### config.mk
export PLATFORM = sky130hd
export DESIGN_NAME = voice_osc_mixer
export DESIGN_NICKNAME = d
export VERILOG_FILES = /design/src/rtl/voice_osc_mixer.sv
export SDC_FILE = /design/constraint.sdc
export NUM_CORES = 1
export LEC_CHECK = 0
export CELL_PAD_IN_SITES_DETAIL_PLACEMENT = 0
export CELL_PAD_IN_SITES_GLOBAL_PLACEMENT = 1
export CORE_UTILIZATION = 25
export DETAILED_ROUTE_END_ITERATION = 8
export GPL_TIMING_DRIVEN = 0
export PLACE_DENSITY = 0.48
export SKIP_CTS_REPAIR_TIMING = 1
export SLEW_MARGIN = 0
export SYNTH_ARGS = -nofsm -noshare
export SYNTH_HDL_FRONTEND = slang
export SYNTH_SLANG_ARGS = --single-unit
### constraint.sdc
create_clock -name clk_in -period 5.1 [get_ports clk_in]
set_input_delay 1.02 -clock clk_in [delete_from_list [all_inputs] [get_ports clk_in]]
set_output_delay 1.02 -clock clk_in [all_outputs]
set_load 0.02 [all_outputs]
### src/rtl/voice_osc_mixer.sv
// Time-multiplexed multi-voice oscillator and mixer.
// One voice per clock through a shared waveform/adder datapath.
module voice_osc_mixer #(
    parameter int NUM_VOICES = 4,
    parameter int PHASE_W    = 24,
    parameter int SAMPLE_W   = 16
) (
    input  logic                           clk_in,
    input  logic                           rst_in,
    input  logic                           sample_tick,
    input  logic [NUM_VOICES-1:0]          voice_en,
    input  logic [NUM_VOICES*PHASE_W-1:0]  phase_inc,
    input  logic [NUM_VOICES*2-1:0]        wave_sel,
    output logic [SAMPLE_W-1:0]            sample_out,
    output logic                           sample_valid,
    output logic                           busy,
    output logic                           overrun
);

    localparam int VIDX_W = $clog2(NUM_VOICES);
    localparam int ACC_W  = SAMPLE_W + VIDX_W;

    typedef enum logic [1:0] {
        IDLE  = 2'd0,
        ACCUM = 2'd1,
        SCALE = 2'd2
    } state_t;

    state_t                     state_q, state_d;
    logic [VIDX_W-1:0]          idx_q, idx_d;
    logic signed [ACC_W-1:0]    acc_q, acc_d;
    logic [PHASE_W-1:0]         phase_q [NUM_VOICES];
    logic [PHASE_W-1:0]         phase_d [NUM_VOICES];
    logic [SAMPLE_W-1:0]        sample_out_q, sample_out_d;
    logic                       valid_q, valid_d;
    logic                       overrun_q, overrun_d;

    logic                       cur_en;
    logic [PHASE_W-1:0]         cur_phase;
    logic [PHASE_W-1:0]         cur_inc;
    logic [1:0]                 cur_sel;
    logic [SAMPLE_W-1:0]        p;
    logic [SAMPLE_W-2:0]        tri_u;
    logic signed [SAMPLE_W-1:0] voice_val;

    // Shared waveform generator for the voice selected by idx_q
    always_comb begin
        cur_en    = voice_en[idx_q];
        cur_phase = phase_q[idx_q];
        cur_inc   = phase_inc[idx_q*PHASE_W +: PHASE_W];
        cur_sel   = wave_sel[idx_q*2 +: 2];
        p         = cur_phase[PHASE_W-1 -: SAMPLE_W];
        tri_u     = p[SAMPLE_W-1] ? ~p[SAMPLE_W-2:0] : p[SAMPLE_W-2:0];
        voice_val = '0;
        if (cur_en) begin
            unique case (cur_sel)
                2'b00: voice_val = p[SAMPLE_W-1]
                    ? {1'b1, {(SAMPLE_W-2){1'b0}}, 1'b1}
                    : {1'b0, {(SAMPLE_W-1){1'b1}}};
                2'b01: voice_val = {~p[SAMPLE_W-1], p[SAMPLE_W-2:0]};
                2'b10: voice_val = {~tri_u[SAMPLE_W-2],
                                    tri_u[SAMPLE_W-3:0], 1'b0};
                default: voice_val = '0;
            endcase
        end
    end

    always_comb begin
        state_d      = state_q;
        idx_d        = idx_q;
        acc_d        = acc_q;
        phase_d      = phase_q;
        sample_out_d = sample_out_q;
        valid_d      = 1'b0;
        overrun_d    = overrun_q | (sample_tick && (state_q != IDLE));
        unique case (state_q)
            IDLE: begin
                if (sample_tick) begin
                    acc_d   = '0;
                    idx_d   = '0;
                    state_d = ACCUM;
                end
            end
            ACCUM: begin
                acc_d          = acc_q + ACC_W'(voice_val);
                phase_d[idx_q] = cur_en ? cur_phase + cur_inc : '0;
                idx_d          = idx_q + VIDX_W'(1);
                if (idx_q == VIDX_W'(NUM_VOICES-1)) begin
                    state_d = SCALE;
                end
            end
            SCALE: begin
                sample_out_d = SAMPLE_W'(acc_q >>> VIDX_W);
                valid_d      = 1'b1;
                state_d      = IDLE;
            end
            default: state_d = IDLE;
        endcase
    end

    always_ff @(posedge clk_in or negedge rst_in) begin
        if (!rst_in) begin
            state_q      <= IDLE;
            idx_q        <= '0;
            acc_q        <= '0;
            sample_out_q <= '0;
            valid_q      <= 1'b0;
            overrun_q    <= 1'b0;
            for (int i = 0; i < NUM_VOICES; i++) begin
                phase_q[i] <= '0;
            end
        end else begin
            state_q      <= state_d;
            idx_q        <= idx_d;
            acc_q        <= acc_d;
            sample_out_q <= sample_out_d;
            valid_q      <= valid_d;
            overrun_q    <= overrun_d;
            phase_q      <= phase_d;
        end
    end

    assign sample_out   = sample_out_q;
    assign sample_valid = valid_q;
    assign busy         = (state_q != IDLE);
    assign overrun      = overrun_q;

endmodule
==> key figures <==
Run status
  – Run status: completed

GRT
  – Grt total ovfl: 0
  – Antenna violations before repair: 1
  – Total GRT Usage: 18.5%
  – Largest net degree at the start of global routing: 86
  – First-pass GRT wire length: 50200 um
  – Vias in the first global route: 8052

Route
  – DR vias/cell: 5.13
  – Initial DRT Pass Iterations: 5
  – DR top layer: met4
  – DR vias: 7812
  – Met1 wire length: 15100 um
  – Initial DRC count: 524
  – Wire per inst: 21.2 um
  – DR WL met2: 15900 um
  – DRC Markers: 0
  – DR WL met3: 1080 um
  – Final WL: 32300 um
  – Remaining antenna violation count: 0

Logic synthesis
  – Post-synthesis sequential area ratio: 37.6%
  – Ys Warns: 0
  – Mapped Cells: 900
  – Ys flop type: dfrtp_1
  – Synth async-reset ratio: 100%
  – Number of flops mapped to enable cells by yosys: 0
  – Mapped Area: 0.00905 mm2
  – Flops & latches, synth: 136
  – Post-synthesis cell type count: 64
  – Syn Nets: 1057
  – Post-Syn Area per Cell: 10.1 um2

Floorplan
  – Row Count: 69
  – Die area: 0.0370 mm2
  – Io pins: 130
  – Initial Utilization: 25.5%
  – Die width: 192 um
  – Die Ht: 192 um
  – Core area: 0.0356 mm2

Clock tree
  – Clock Path Buffers: 2
  – CTS tree: done
  – H-tree depth: 4
  – CTS Buf Count: 17
  – Clock Tree Root: clkbuf_16
  – Worst-Skew Late Latency: 0.44 ns
  – CTS sink count: 136
  – CTS clock-pin slew for the worst setup and hold paths: 0.06 ns

Setup path
  – Reg2reg end: phase_q[80]$_DFFE_PN0P_
  – Crit path max fanout: 10
  – CP Launch Point: idx_q[1]$_DFFE_PN0P_
  – Nature of the critical path endpoint: flop
  – Crit path DAT: 5.09 ns
  – Type of the worst setup path: reg -> reg
  – Crit path required time: 5.39 ns
  – Worst Setup Start Kind: flop
  – R2R depth: 12
  – Reg2reg setup slack: 0.30 ns
  – Reg2reg start: idx_q[1]$_DFFE_PN0P_

Final layout
  – # diodes: 0
  – Fraction of final layout cells sized beyond drive strength 1: 13.3%
  – Nets: 1206
  – Layout overhead on the synthesized area: 28.2%
  – Commonest non-fill, non-tap cells in the layout: 136 x dfrtp_1, 128 x clkdlybuf4s50_1, 116 x nand2_1
  – Register cell area after layout: 0.00340 mm2
  – Fin util: 32.6%
  – Leading cell type in the layout, fill and taps excluded: dfrtp_1
  – Multi-input logic area: 0.00534 mm2
  – Post-route insts no fill: 1522
  – Fill count: 3706

Timing
  – Slew Limit Fails: 0
  – Worst slew pin tran: 0.977 ns
  – Rel. slew slack: 34.6%
  – Fin crit share: 94.1%
  – RSZ-0062 raised after global routing: false
  – Final setup viols: 0
  – Setup TNS: 0 ns
  – Min cycle time layout: 4.80 ns
  – Fmax: 208 MHz
  – Final Hold Viols: 0
  – Clock skew: 0.0134 ns

Worst hold path
  – Start point of the worst hold path: overrun$_DFF_PN0_
  – Hold Crit Class: reg -> reg
  – Hold path cells: 1
  – WHS Endpoint: overrun$_DFF_PN0_

Placed design
  – Port Buffers: 129
  – DP Wirelength: 23800 um
  – Placed cell count: 1491
  – GPL Wtd Cong: 0.775

Run
  – Max-cap violations: 0
==> area by class of cell <==
class	instances	share of cell area [%]
plain buffers	58	2.19
clock buffers	20	4.02
clock inverters	11	1.48
inverters	19	0.615
multi-input cells	687	46.0
flip-flops and latches	136	29.3
well taps	461	4.97
repair buffers	130	11.4
==> Yosys cell counts (all sizes together), types with 19 or more instances <==
cell type | instances | share of area (%)
dfrtp | 136 | 38
mux2 | 23 | 2.9
nand2 | 116 | 4.8
nand3 | 45 | 2.5
o21ai | 104 | 5.8
nor2 | 28 | 1.2
mux4 | 50 | 13
ha | 44 | 6.1
inv | 19 | 0.79
a22o | 31 | 3.0
buf | 23 | 1.3
a21oi | 49 | 2.8
a21o | 21 | 1.7
clkbuf | 35 | 1.5
==> state kept, by name, indices dropped and copies added, names as in the netlist <==
signal	flops
acc_q	18
idx_q	2
overrun	1
phase_q	96
sample_out	16
sample_valid	1
state_q	2
==> worst max-delay path, cell delays in order, from the launching register on <==
cell and delay, ns:
dfrtp_1 0.52, buf_2 0.42, clkbuf_2 0.47, clkbuf_1 0.55
mux4_2 0.46, fa_1 0.47, a21o_1 0.17, a21o_1 0.26
a211oi_2 0.40, o21bai_1 0.10, a21oi_1 0.18, xor2_1 0.49
o31ai_1 0.14
==> per-layer routing <==
metal | track usage (%) | up-vias
li1 | - | 3689
met1 | 24.8 | 3941
met2 | 31.0 | 159
met3 | 3.18 | 23
met4 | 4.00 | 0
met5 | 0 | -
==> cells by family after synthesis <==
group	after synthesis	share of synthesized area (%)
and+or+nand+nor	258	13.4
DFF	136	37.6
buffers and inverters	77	3.52
AOI/OAI and AO/OA	275	20.0
muxes	78	16.0
xor gates and xnor gates	30	2.99
adders and majority gates	46	6.52
==> through the flow <==
| stage | setup WS [ns] | instance area, um2 | hold WS [ns] |
|---|---|---|---|
| detailed placement | -0.294 | 11000 | 0.447 |
| global placement | -3.30 | 10900 | 0.446 |
| finish | 0.303 | 11600 | 0.455 |
| CTS | -0.318 | 11600 | 0.460 |
| floorplan | 1.20 | 9050 | 0.442 |
| global route | 0.0535 | 11600 | 0.488 |
==> worst max path at each step <==
stage                                    endpoint  slack, ns
after global placement    phase_q[38]$_DFFE_PN0P_      -3.30
after floorplan             acc_q[12]$_DFFE_PN0P_       1.20
after global routing      phase_q[56]$_DFFE_PN0P_       0.05
final                     phase_q[80]$_DFFE_PN0P_       0.30
after CTS                 phase_q[46]$_DFFE_PN0P_      -0.32
after detailed placement    acc_q[16]$_DFFE_PN0P_      -0.29
Power is left out: the tool's default activity adds up to more than one toggle a clock period on the data nets, which glitch-free logic cannot reach.
